**src/rtl/ids_reg_pkg.sv**
```systemverilog
// Shared types and constants for the IDS register-ring initiator.
package ids_reg_pkg;

  typedef enum logic [1:0] {
    S_IDLE,
    S_ISSUE,
    S_WAIT,
    S_DONE
  } state_e;

  localparam logic [31:0] ERR_DATA   = 32'hDEAD_BEEF;
  localparam logic [1:0]  DEF_SRC_ID = 2'd1;
  localparam int unsigned STALE_W    = 8;
  localparam int unsigned TIMER_W    = 16;

  localparam int unsigned DEF_ADDR_WIDTH = 23;
  localparam int unsigned DEF_DATA_WIDTH = 32;

  function automatic logic [STALE_W-1:0] sat_inc(input logic [STALE_W-1:0] v);
    return (v == '1) ? v : v + STALE_W'(1);
  endfunction

endpackage

```
**src/rtl/ids_reg_timer.sv**
```systemverilog
// Load/enable counter that flags expiry in the cycle the count reaches limit.
module ids_reg_timer
  import ids_reg_pkg::*;
#(
  parameter int unsigned WIDTH = TIMER_W
) (
  input  logic             clk,
  input  logic             reset,
  input  logic             load,
  input  logic             en,
  input  logic [WIDTH-1:0] limit,
  output logic             expire
);

  logic [WIDTH-1:0] cnt_q, cnt_d;

  always_comb begin
    cnt_d = cnt_q;
    if (load) begin
      cnt_d = '0;
    end else if (en && cnt_q != '1) begin
      cnt_d = cnt_q + WIDTH'(1);
    end
  end

  always_ff @(posedge clk) begin
    if (!reset) begin
      cnt_q <= '0;
    end else begin
      cnt_q <= cnt_d;
    end
  end

  // cnt_q holds the number of WAIT cycles already completed.
  assign expire = en && !load && (cnt_q == limit - WIDTH'(1));

endmodule

```
**src/rtl/ids_reg_initiator.sv**
```systemverilog
// Register-ring initiator: one host transaction at a time, issued at the ring head.
// Optional timeout enabled by defining IDS_REG_INIT_TIMEOUT_EN.
module ids_reg_initiator
  import ids_reg_pkg::*;
#(
  parameter int unsigned                  UDP_REG_SRC_WIDTH = 2,
  parameter int unsigned                  ADDR_WIDTH        = DEF_ADDR_WIDTH,
  parameter int unsigned                  DATA_WIDTH        = DEF_DATA_WIDTH,
  parameter logic [UDP_REG_SRC_WIDTH-1:0] SRC_ID            = UDP_REG_SRC_WIDTH'(DEF_SRC_ID),
  parameter int unsigned                  TIMEOUT_CYCLES    = 255
) (
  input  logic                         clk,
  input  logic                         reset,
  input  logic                         host_req,
  input  logic                         host_rd_wr_L,
  input  logic [ADDR_WIDTH-1:0]        host_addr,
  input  logic [DATA_WIDTH-1:0]        host_wdata,
  output logic                         host_busy,
  output logic                         host_done,
  output logic [DATA_WIDTH-1:0]        host_rdata,
  output logic                         host_err,
  output logic                         host_timeout,
  output logic [STALE_W-1:0]           stale_count,
  output logic                         reg_req_out,
  output logic                         reg_ack_out,
  output logic                         reg_rd_wr_L_out,
  output logic [ADDR_WIDTH-1:0]        reg_addr_out,
  output logic [DATA_WIDTH-1:0]        reg_data_out,
  output logic [UDP_REG_SRC_WIDTH-1:0] reg_src_out,
  input  logic                         reg_req_in,
  input  logic                         reg_ack_in,
  input  logic                         reg_rd_wr_L_in,
  input  logic [ADDR_WIDTH-1:0]        reg_addr_in,
  input  logic [DATA_WIDTH-1:0]        reg_data_in,
  input  logic [UDP_REG_SRC_WIDTH-1:0] reg_src_in
);

  localparam logic [DATA_WIDTH-1:0] ERR_WORD = DATA_WIDTH'(ERR_DATA);

  state_e                         state_q;
  logic                           rd_q;
  logic [DATA_WIDTH-1:0]          wdata_q;
  logic                           busy_q, done_q, err_q, to_q;
  logic [DATA_WIDTH-1:0]          rdata_q;
  logic [STALE_W-1:0]             stale_q;
  logic                           req_out_q, rdwr_out_q;
  logic [ADDR_WIDTH-1:0]          addr_out_q;
  logic [DATA_WIDTH-1:0]          data_out_q;
  logic [UDP_REG_SRC_WIDTH-1:0]   src_out_q;
  logic                           match, stale_hit, expire;
  logic                           unused_ring_fields;

  assign match     = (state_q == S_WAIT) && reg_req_in && (reg_src_in == SRC_ID);
  assign stale_hit = reg_req_in && !match;

  assign unused_ring_fields = ^{reg_rd_wr_L_in, reg_addr_in};

`ifdef IDS_REG_INIT_TIMEOUT_EN
  ids_reg_timer #(
    .WIDTH(TIMER_W)
  ) u_timer (
    .clk   (clk),
    .reset (reset),
    .load  (state_q == S_ISSUE),
    .en    (state_q == S_WAIT),
    .limit (TIMER_W'(TIMEOUT_CYCLES)),
    .expire(expire)
  );
`else
  assign expire = 1'b0;
`endif

  always_ff @(posedge clk) begin
    if (!reset) begin
      state_q    <= S_IDLE;
      rd_q       <= 1'b0;
      wdata_q    <= '0;
      busy_q     <= 1'b0;
      done_q     <= 1'b0;
      err_q      <= 1'b0;
      to_q       <= 1'b0;
      rdata_q    <= '0;
      stale_q    <= '0;
      req_out_q  <= 1'b0;
      rdwr_out_q <= 1'b0;
      addr_out_q <= '0;
      data_out_q <= '0;
      src_out_q  <= '0;
    end else begin
      if (stale_hit) begin
        stale_q <= sat_inc(stale_q);
      end
      // Ring head and completion flags are single-cycle unless set below.
      req_out_q  <= 1'b0;
      rdwr_out_q <= 1'b0;
      addr_out_q <= '0;
      data_out_q <= '0;
      src_out_q  <= '0;
      done_q     <= 1'b0;
      err_q      <= 1'b0;
      to_q       <= 1'b0;
      case (state_q)
        S_IDLE: begin
          if (host_req) begin
            rd_q       <= host_rd_wr_L;
            wdata_q    <= host_wdata;
            busy_q     <= 1'b1;
            req_out_q  <= 1'b1;
            rdwr_out_q <= host_rd_wr_L;
            addr_out_q <= host_addr;
            data_out_q <= host_rd_wr_L ? '0 : host_wdata;
            src_out_q  <= SRC_ID;
            state_q    <= S_ISSUE;
          end
        end
        S_ISSUE: state_q <= S_WAIT;
        S_WAIT: begin
          if (match) begin
            done_q  <= 1'b1;
            err_q   <= !reg_ack_in;
            rdata_q <= !reg_ack_in ? ERR_WORD : (rd_q ? reg_data_in : wdata_q);
            state_q <= S_DONE;
          end else if (expire) begin
            done_q  <= 1'b1;
            to_q    <= 1'b1;
            rdata_q <= ERR_WORD;
            state_q <= S_DONE;
          end
        end
        S_DONE: begin
          busy_q  <= 1'b0;
          state_q <= S_IDLE;
        end
        default: state_q <= S_IDLE;
      endcase
    end
  end

  assign host_busy       = busy_q;
  assign host_done       = done_q;
  assign host_rdata      = rdata_q;
  assign host_err        = err_q;
  assign host_timeout    = to_q;
  assign stale_count     = stale_q;
  assign reg_req_out     = req_out_q;
  assign reg_ack_out     = 1'b0;
  assign reg_rd_wr_L_out = rdwr_out_q;
  assign reg_addr_out    = addr_out_q;
  assign reg_data_out    = data_out_q;
  assign reg_src_out     = src_out_q;

endmodule
```
**config.mk**
```make
export PLATFORM = sky130hd
export DESIGN_NAME = ids_reg_initiator
export DESIGN_NICKNAME = d
export VERILOG_FILES = /design/src/rtl/ids_reg_pkg.sv /design/src/rtl/ids_reg_timer.sv /design/src/rtl/ids_reg_initiator.sv
export SDC_FILE = /design/constraint.sdc
export NUM_CORES = 1
export LEC_CHECK = 0
export BUFFER_PORTS_ARGS = -buffer_cell sky130_fd_sc_hd__buf_2
export CAP_MARGIN = 10
export CORE_ASPECT_RATIO = 2
export CORE_MARGIN = 2
export CORE_UTILIZATION = 36
export CTS_CLUSTER_SIZE = 12
export DETAILED_ROUTE_END_ITERATION = 7
export GPL_TIMING_DRIVEN = 0
export HOLD_SLACK_MARGIN = 0.08
export PLACE_DENSITY = 0.66
export SKIP_LAST_GASP = 1
export SLEW_MARGIN = 5
export SYNTH_ARGS = -nofsm -noshare
export SYNTH_HDL_FRONTEND = slang
export SYNTH_SLANG_ARGS = --single-unit
```
**constraint.sdc**
```tcl
create_clock -name clk -period 1.6 [get_ports clk]
set_clock_uncertainty 0.15 [all_clocks]
set_input_delay 0 -clock clk [delete_from_list [all_inputs] [get_ports clk]]
set_output_delay 0 -clock clk [all_outputs]
set_load 0.02 [all_outputs]
```
==> out/qor.txt <==
status - finished, violations left
violations in the final reports - setup timing
site row count - 59
remaining design rule violation count - 0
startpoint of the most critical hold path - host_addr[6]
number of global-route vias before repair - 4,835
area taken by multi-input logic gates - 0.00214 sq mm
Synth Warn # - 0
switching portion of total power - 0.265
global-route wire length before repair - 24,100 um
number of vias after detailed routing - 4,662
fillers - 908
Leakage - 3.79 nW
total power divided by cell area - 1260 mW/mm^2
HPWL after detailed placement - 10,400 um
unrepaired setup endpoints after global routing - true
cell area after technology mapping - 0.00473 sq mm
Boundary Pins - 223
height of the die - 166 um
average instance area after synthesis - 11.1 sq um
number of hold-slack violations in the final timing report - 0
worst hold margin - 0.171 ns
actual slew at the worst max-slew pin - 0.756 ns
number of clock sinks seen by CTS - 135
highest-count cells in the layout ignoring fill and taps - buf_2, dfxtp_1, dlygate4sd3_1
slack of the worst reg-to-reg path - -0.14 ns
Congestion Overflow GR - 0
final weighted congestion of routability-driven global placement - 0.810
register area - 0.00271 sq mm
maximum resistive drop on vdd - 0.00102 V
critical path peak fanout - 5
post-synth top area cell - dfxtp_1
number of buffers added by the clock tree synthesis step - 17
number of search-and-repair iterations in the first detailed-routing pass - 4
final period utilization - 1.09
per-cell via count in the routed design - 4.99
Layout Nets - 893
largest net degree at the start of global routing - 17
starting density of the core - 0.366
# Max-Cap Violations - 0
highest clock rate - 575 MHz
setup violation total in the final timing report - 86
worst min-delay path class - input port to register
Horiz. Die Dim - 85.1 um
type of the worst setup path - register to register
fraction of post-synthesis cell area in the top cell type by area - 0.571
TritonCTS clock tree - done
overall power after layout - 10.7 mW
H-tree level count - 4
input/output buffers - 194
share of final-layout standard cells stronger than drive strength 1 - 0.468
most common cell after layout, fill and taps aside - buf_2
Final ANT Viol Nets - 0
Worst Hold Endpoint - reg_addr_out[6]$_SDFF_PN0_
drt wl/cell - 18.3 um
Clock power frac - 0.414
number of distinct library cell variants in the gate-level netlist after synthesis - 39
Final Slew Violations - 0
setup slack of the critical path after layout - -0.139 ns
Hold Path Depth - 3
Seq pwr share - 0.368
core box area - 0.0129 sq mm
critical path data arrival time - 1.92 ns
die area - 0.0141 sq mm
share of power burned in combinational logic - 0.218
buffer levels on the longest clock path - 2
Internal - 7.88 mW
number of design-rule violations left by the first detailed-router iteration - 199
critical register-to-register path endpoint - host_rdata[29]$_SDFFE_PN0P_
worst-case reg-to-reg path depth - 8
startpoint of the most critical register-to-register path - state_q[1]$_SDFFE_PN0P_
final WL - 17,100 um
startpoint class of the critical path - register
synthesized instance count - 427
total net switching power - 2.85 mW
final worst path period need - 1.74 ns
initial antenna violation count - 0
area delta synth->final - 79.2%
antenna fix cells - 0
latest clock arrival within the worst-skew pair - 0.41 ns
Required @ worst endpoint - 1.78 ns
top cells by area, synth - dfxtp_1, and2_1, a22o_1
crit path launch - state_q[1]$_SDFFE_PN0P_
share of synthesized area occupied by flip-flops and latches - 0.571
category of the worst setup path capture point - register
Global Route Usage Sum - 0.217
CTS clock-pin slew for the worst setup and hold paths - 0.06 ns
relative slew slack - 0.496
synthesis-stage register bit count - 135
root cell of the clock tree - clkbuf_16
final total negative setup slack - -4.52 ns
==> power by group through the flow <==
stage | Clock [mW] | Sequential (mW) | Combinational (mW)
2_1_floorplan | 0 | 4.20 | 0.838
3_3_place_gp | 0 | 3.98 | 1.59
3_5_place_dp | 0 | 4.00 | 1.64
4_1_cts | 4.49 | 3.92 | 1.94
5_1_grt | 4.65 | 3.98 | 2.49
6_report | 4.45 | 3.95 | 2.34
==> critical path: stages (launching register included) <==
cell and delay, ns:
dfxtp_2 0.37, ha_4 0.15, and3b_4 0.21, and2_4 0.18
buf_12 0.14, buf_12 0.12, buf_4 0.11, nand3_4 0.07
a21oi_2 0.15
==> cells in the mapped netlist <==
library cell    n
and3b_4         1
buf_1           2
mux2i_1        25
and2_4          1
inv_1           4
nand2b_1        1
nand3_1        16
nor4b_1         1
nor3_1          4
o211ai_2        1
nand4_1         1
nor2b_1         1
a311oi_1       17
o21ai_0         7
and3_1          2
and2_1         56
nor2_1         28
ha_1            5
nand2_1        13
buf_4           4
buf_8           1
or3_1           3
xor2_1          1
a21oi_1        13
and2b_1         1
mux2_2          8
a311oi_2        8
clkbuf_1       11
inv_2           1
dfxtp_1       135
a22o_1         32
buf_2          12
a21o_1          1
a21oi_2         1
a31oi_1         1
o31ai_1         1
buf_6           4
conb_1          1
nand3b_1        2
==> flip-flops by register name, indices dropped and copies added, names as in the netlist <==
name             flops
host_rdata          32
state_q              2
reg_rd_wr_L_out      1
host_done            1
host_busy            1
wdata_q             32
reg_addr_out        23
rd_q                 1
stale_count          8
reg_data_out        32
reg_src_out          1
host_err             1
==> final cells by class <==
class | count | share of cell area
Clock buffer | 20 | 0.0526
Multi-Input combinational cell | 256 | 0.253
Tap cell | 152 | 0.0224
Inverter | 5 | 0.00251
Buffer | 33 | 0.0383
Sequential cell | 135 | 0.320
Timing Repair Buffer | 321 | 0.285
Clock inverter | 12 | 0.0264
==> kinds of logic (layout without fill, tap and decap cells) <==
kind of cell	Yosys count	after routing	share of synthesized area
buffers and inverters	39	391	0.0460
AOI/OAI and AO/OA	82	83	0.146
adders and majority gates	5	5	0.0132
xor gates and xnor gates	1	1	0.00185
and+or+nand+nor	131	131	0.149
DFF	135	135	0.571
muxes	33	33	0.0719
other	1	3	0.000792
==> per-layer routing <==
layer / track usage / wire, um
met2: 0.415 / 9910
met3: 0.0517 / 823
met1: 0.210 / 5770
met4: 0.104 / 557
met5: 0 / 0
==> timing repair <==
| item | in CTS | in global routing |
|---|---|---|
| cloned | 1 | 12 |
| hold buffers | 94 | 0 |
| endpoints found under the hold margin | 135 | 0 |
| pin swaps | 18 | 23 |
| setup buffers | 5 | 16 |
| resized for setup | 38 | 95 |
| endpoints found under the setup margin | 124 | 125 |
==> metrics by stage <==
stage / utilization / setup slack, ns / area [sq um] / instances
2_1_floorplan: - / 0.00220 / 4760 / 429
3_3_place_gp: 0.459 / -0.355 / 5920 / 775
3_5_place_dp: 0.459 / -0.411 / 5920 / 775
4_1_cts: 0.598 / -0.0892 / 7720 / 906
5_1_grt: 0.657 / -0.190 / 8480 / 934
6_report: 0.657 / -0.139 / 8480 / 934
==> worst max-delay path by stage <==
stage | endpoint | slack (ns) | cells after the start
5_1_grt | host_rdata[29]$_SDFFE_PN0P_ | -0.19 | 9
3_5_place_dp | reg_data_out[10]$_SDFF_PP0_ | -0.41 | 6
3_3_place_gp | reg_data_out[5]$_SDFF_PP0_ | -0.36 | 6
6_report | host_rdata[29]$_SDFFE_PN0P_ | -0.14 | 8
2_1_floorplan | host_rdata[10]$_SDFFE_PN0P_ | 0.002 | 8
4_1_cts | host_rdata[4]$_SDFFE_PN0P_ | -0.09 | 8
Note: power is estimated with default switching activity, not from simulation.
